File: src/rtl/pwm_decoder.sv
// Four-slot PWM frame decoder: measures the leading high-time of each slot,
// checks slot shape, and delivers all four duties together once per frame.
module pwm_decoder #(
   parameter int SLOT_LEN = 4,
   parameter int CW       = 3
) (
   input  logic          clk,
   input  logic          rst,
   input  logic          pwm_in,
   input  logic          sync,
   output logic [CW-1:0] duty0,
   output logic [CW-1:0] duty1,
   output logic [CW-1:0] duty2,
   output logic [CW-1:0] duty3,
   output logic          frame_valid,
   output logic          slot_err,
   output logic          sync_err,
   output logic          locked
);

   typedef enum logic {IDLE, RUN} state_t;

   state_t        state;
   logic [1:0]    s;
   logic [3:0]    p;
   logic [CW-1:0] hi_cnt;
   logic          zero_seen;
   logic          bad;
   logic [CW-1:0] staging0, staging1, staging2;
   logic [2:0]    bad_flags;

   logic          active;
   logic          restart;
   logic          last;
   logic [1:0]    cur_s;
   logic [3:0]    cur_p;
   logic [CW-1:0] hi_new;
   logic          zero_base;
   logic          bad_new;

   // A sync always pins the current sample to slot 0 position 0; when it
   // arrives off-boundary in RUN the partial frame is abandoned.
   always_comb begin
      active    = (state == RUN) || sync;
      restart   = (state == RUN) && sync && ((s != 2'd0) || (p != 4'd0));
      cur_s     = sync ? 2'd0 : s;
      cur_p     = sync ? 4'd0 : p;
      zero_base = (cur_p == 4'd0) ? 1'b0 : zero_seen;
      hi_new    = ((cur_p == 4'd0) ? '0 : hi_cnt) + {{(CW-1){1'b0}}, pwm_in};
      bad_new   = ((cur_p == 4'd0) ? 1'b0 : bad) | (pwm_in & zero_base);
      last      = (cur_p == 4'(SLOT_LEN - 1));
   end

   always_ff @(posedge clk or posedge rst) begin
      if (rst) begin
         state       <= IDLE;
         s           <= '0;
         p           <= '0;
         hi_cnt      <= '0;
         zero_seen   <= 1'b0;
         bad         <= 1'b0;
         staging0    <= '0;
         staging1    <= '0;
         staging2    <= '0;
         bad_flags   <= '0;
         duty0       <= '0;
         duty1       <= '0;
         duty2       <= '0;
         duty3       <= '0;
         frame_valid <= 1'b0;
         slot_err    <= 1'b0;
         sync_err    <= 1'b0;
         locked      <= 1'b0;
      end else begin
         frame_valid <= 1'b0;
         sync_err    <= restart;
         if (active) begin
            state  <= RUN;
            locked <= 1'b1;
            if (last) begin
               hi_cnt    <= '0;
               zero_seen <= 1'b0;
               bad       <= 1'b0;
               p         <= 4'd0;
               s         <= cur_s + 2'd1;
               // Slot 3 bypasses staging so the frame is delivered on its last sample.
               case (cur_s)
                  2'd0: begin staging0 <= hi_new; bad_flags[0] <= bad_new; end
                  2'd1: begin staging1 <= hi_new; bad_flags[1] <= bad_new; end
                  2'd2: begin staging2 <= hi_new; bad_flags[2] <= bad_new; end
                  default: begin
                     duty0       <= staging0;
                     duty1       <= staging1;
                     duty2       <= staging2;
                     duty3       <= hi_new;
                     slot_err    <= bad_new | (|bad_flags);
                     frame_valid <= 1'b1;
                  end
               endcase
            end else begin
               hi_cnt    <= hi_new;
               zero_seen <= zero_base | ~pwm_in;
               bad       <= bad_new;
               p         <= cur_p + 4'd1;
               s         <= cur_s;
            end
         end
      end
   end

endmodule

File: config.mk
export PLATFORM = sky130hd
export DESIGN_NAME = pwm_decoder
export DESIGN_NICKNAME = d
export VERILOG_FILES = /design/src/rtl/pwm_decoder.sv
export SDC_FILE = /design/constraint.sdc
export NUM_CORES = 1
export LEC_CHECK = 0
export BUFFER_PORTS_ARGS = -buffer_cell sky130_fd_sc_hd__buf_2
export CORE_MARGIN = 1
export CORE_UTILIZATION = 52
export DETAILED_ROUTE_END_ITERATION = 6
export PLACE_DENSITY = 0.7
export SKIP_LAST_GASP = 1
export SLEW_MARGIN = 25
export SYNTH_ARGS = -nofsm -noshare
export SYNTH_HDL_FRONTEND = slang
export SYNTH_SLANG_ARGS = --single-unit
File: constraint.sdc
create_clock -name clk -period 4.74 [get_ports clk]
set_input_delay 0.948 -clock clk [delete_from_list [all_inputs] [get_ports clk]]
set_output_delay 0.948 -clock clk [all_outputs]
set_load 0.05 [all_outputs]
==> results.sh <==
export IMPL_status="finished, final reports clean"
export IMPL_drt_iter0_drc=54
export IMPL_worst_path_buf_inv=1
export IMPL_cts_tree="yes"
export IMPL_synthXorXnorAreaFrac_pct=1.49
export IMPL_worstPathRequired_ns=5.02
export IMPL_start_util_pct=56.3
export IMPL_pre_cts_ws_ns=1.95
export IMPL_boundaryPins=20
export IMPL_setup_tns_ns=0
export IMPL_final_setup_viol_count=0
export IMPL_ys_seq_elements=39
export IMPL_cts_sink_count=39
export IMPL_crit_path_end_kind="flop"
export IMPL_p_int_uw=557
export IMPL_max_slew_margin_pct=63.7
export IMPL_die_area_sq_um=3620
export IMPL_antenna_found_initial=0
export IMPL_combPwrFrac_pct=10.4
export IMPL_numCtsBuffers=5
export IMPL_synth_compound_area_share_pct=8.38
export IMPL_crit_slowest_cell="xor2_1"
export IMPL_clock_root_buffer="clkbuf_4"
export IMPL_wl_per_cell_um=14.1
export IMPL_yosysWarnings=0
export IMPL_path_cells="buf_2 > nand2b_1 > ha_1 > nand2_1 > and2_1 > ha_1 > ha_1 > xor2_1 > mux2_2"
export IMPL_num_rows=20
export IMPL_p_sw_share_pct=22.1
export IMPL_num_antenna_cells=0
export IMPL_vdd_ir_drop_max_mv=0.258
export IMPL_synth_area_sq_um=1760
export IMPL_synth_top_family_by_area="multiplexers"
export IMPL_crit_arrival_ns=2.73
export IMPL_clk_latency_ns=0.33
export IMPL_finalHoldViolations=0
export IMPL_post_cts_resized=0
export IMPL_ys_seq_area_share_pct=55.4
export IMPL_vias=1062
export IMPL_grt_pass1_wl_mm=4.91
export IMPL_critPathLaunchType="input pin"
export IMPL_fin_ws_ns=2.29
export IMPL_final_antenna_net_count=0
export IMPL_dpl_hpwl_mm=2.05
export IMPL_place_port_buffers=19
export IMPL_crit_family="adder cells"
export IMPL_ys_types=31
export IMPL_syn_nets=144
export IMPL_ctsLongestPathBuffers=2
export IMPL_p_per_area_nw_per_um2=358
export IMPL_fin_crit_sh_pct=51.8
export IMPL_synthMuxAreaShare_pct=16.4
export IMPL_synthSimpleGateAreaFrac_pct=9.94
export IMPL_rsz0062_at_grt="no"
export IMPL_regArea_sq_um=976
export IMPL_max_freq_mhz=407
export IMPL_final_core_util_pct=63.9
export IMPL_power_switching_uw=158
export IMPL_multiInputGateArea_sq_um=738
export IMPL_p_clk_share_pct=37.4
export IMPL_die_w_um=60.2
export IMPL_firstDrtPassIters=4
export IMPL_gr_total_overflow=0
export IMPL_cts_hold_buf=0
export IMPL_synth_fa_ha_area_share_pct=5.68
export IMPL_core_sq_um=3130
export IMPL_cap_violations=0
export IMPL_cp_slowest_stage_delay_ns=0.33
export IMPL_path_class="input pin to flop"
export IMPL_hold_ws_ns=0.512
export IMPL_clock_skew_ns=0.00595
export IMPL_h_tree_depth=2
export IMPL_cp_common_cell="ha_1"
export IMPL_clkTransAtPathRegs_ns=0.10
export IMPL_drcViolationCount=0
export IMPL_viasPerCell=5.28
export IMPL_syn2layout_area_growth_pct=13.5
export IMPL_cp_max_fo=13
export IMPL_hp_class="flop to flop"
export IMPL_grt_pass1_vias=1143
export IMPL_p_seq_share_pct=52.2
export IMPL_syn_area_per_cell_sq_um=13.3
export IMPL_die_y_um=60.2
export IMPL_grt_max_degree=40
export IMPL_grt_usage_pct=19.2
export IMPL_gp_congestion=0.769
export IMPL_wl_mm=2.84
export IMPL_drive_gt1_share_pct=36.9
export IMPL_drv_slew=0
export IMPL_worstMarginPinSlew_ns=0.543
export IMPL_leakagePower_uw=0.00108
export IMPL_nNetsFinal=168
export IMPL_cts_setup_buffers=0
export IMPL_n_fill_cell=264
export IMPL_fin_crit_ns=2.45
export IMPL_syn_inst=132
==> state kept, by name, indices dropped and copies added, names as in the netlist <==
name and cells:
staging2 3, staging0 3, duty1 3, zero_seen 1, state 1, bad 1
bad_flags 3, frame_valid 1, s 2, staging1 3, sync_err 1, duty2 3
slot_err 1, duty0 3, hi_cnt 3, p 4, duty3 3
==> metal layers <==
metal | global-route usage (%) | wire (um) | vias up
met1 | 22.6 | 1250 | 527
met2 | 31.9 | 1410 | 23
met5 | 0 | 0 | -
li1 | - | - | 505
met4 | 11.0 | 57 | 0
met3 | 4.55 | 120 | 7
==> power groups by stage <==
| stage | sequential, uW | combinational, uW | clock (uW) |
|---|---|---|---|
| after floorplan | 378 | 55.5 | 0 |
| after global placement | 378 | 73.5 | 0 |
| after detailed placement | 380 | 75.4 | 0 |
| after CTS | 373 | 76.0 | 273 |
| after global routing | 377 | 83.0 | 289 |
| final | 373 | 74.6 | 268 |
==> cell type report <==
cell class                      count  share of cell area [%]
Clock buffer                        6                    2.07
Clock inverter                      2                    3.00
Inverter                            7                    1.31
Multi-Input combinational cell     83                    36.9
Sequential cell                    39                    48.8
Tap cell                           44                    2.75
Timing Repair Buffer               20                    5.13
==> placed cells by master, fill, tap and decap left out, types with 2 or more instances in the layout <==
cell type  netlist  routed
a21oi_1          6       6
a22o_1           4       4
and2_1           2       2
buf_2            1      19
bufinv_16        0       2
clkbuf_4         0       5
dfrtp_1         39      39
ha_1             8       8
inv_1            7       7
mux2_2          23      23
mux2_4           2       2
nand2_1          5       5
nand2_4          3       3
nand2b_1         4       4
nor2_1           6       6
nor4_1           2       2
o21ai_0          3       3
xnor2_1          2       2
==> cell usage after synthesis <==
master | count | area (sq um)
nor3_1 | 1 | 5.00
a22o_1 | 4 | 35.0
nor3b_4 | 1 | 18.8
nor2_1 | 6 | 22.5
dfrtp_1 | 39 | 976
o21ai_0 | 3 | 15.0
mux2_4 | 2 | 30.0
xnor2_1 | 2 | 17.5
o21bai_1 | 1 | 7.51
nand2b_1 | 4 | 25.0
a22oi_1 | 1 | 7.51
nor4_1 | 2 | 12.5
o211ai_4 | 1 | 21.3
nor2b_1 | 1 | 6.26
a21oi_1 | 6 | 30.0
ha_1 | 8 | 100
o21a_4 | 1 | 15.0
nand4b_1 | 1 | 8.76
o22a_1 | 1 | 8.76
clkbuf_2 | 1 | 5.00
and2_1 | 2 | 12.5
nand4_1 | 1 | 6.26
buf_2 | 1 | 5.00
xor2_1 | 1 | 8.76
inv_1 | 7 | 26.3
a21boi_1 | 1 | 7.51
nand2_4 | 3 | 33.8
nand2_1 | 5 | 18.8
nand3_1 | 1 | 5.00
buf_6 | 1 | 11.3
mux2_2 | 23 | 259
==> worst paths after layout <==
path                            from  slack (ns)           to  cells past startpoint
max                             sync        2.29     duty3[2]                      9
min                        hi_cnt[2]        0.51    hi_cnt[2]                      1
max reg2reg                     p[3]        2.70     duty3[2]                      7
min reg2reg                hi_cnt[2]        0.51    hi_cnt[2]                      1
max in group asynchronous        rst        3.71    hi_cnt[1]                      3
min in group asynchronous        rst        0.71  frame_valid                      3
==> through the flow <==
stage                     cell area, sq um  std cells  power, uW
after floorplan                       1760        132        433
after global placement                1900        193        452
after detailed placement              1900        193        455
after CTS                             2000        201        722
after global routing                  2000        201        749
final                                 2000        201        715
==> kinds of logic after synthesis <==
kind of cell / count (synthesis)
AOI/OAI and AO/OA: 19
xor gates and xnor gates: 3
adders and majority gates: 8
buffers and inverters: 10
DFF: 39
muxes: 25
and+or+nand+nor: 28
Note: power is estimated with default switching activity, not from simulation.
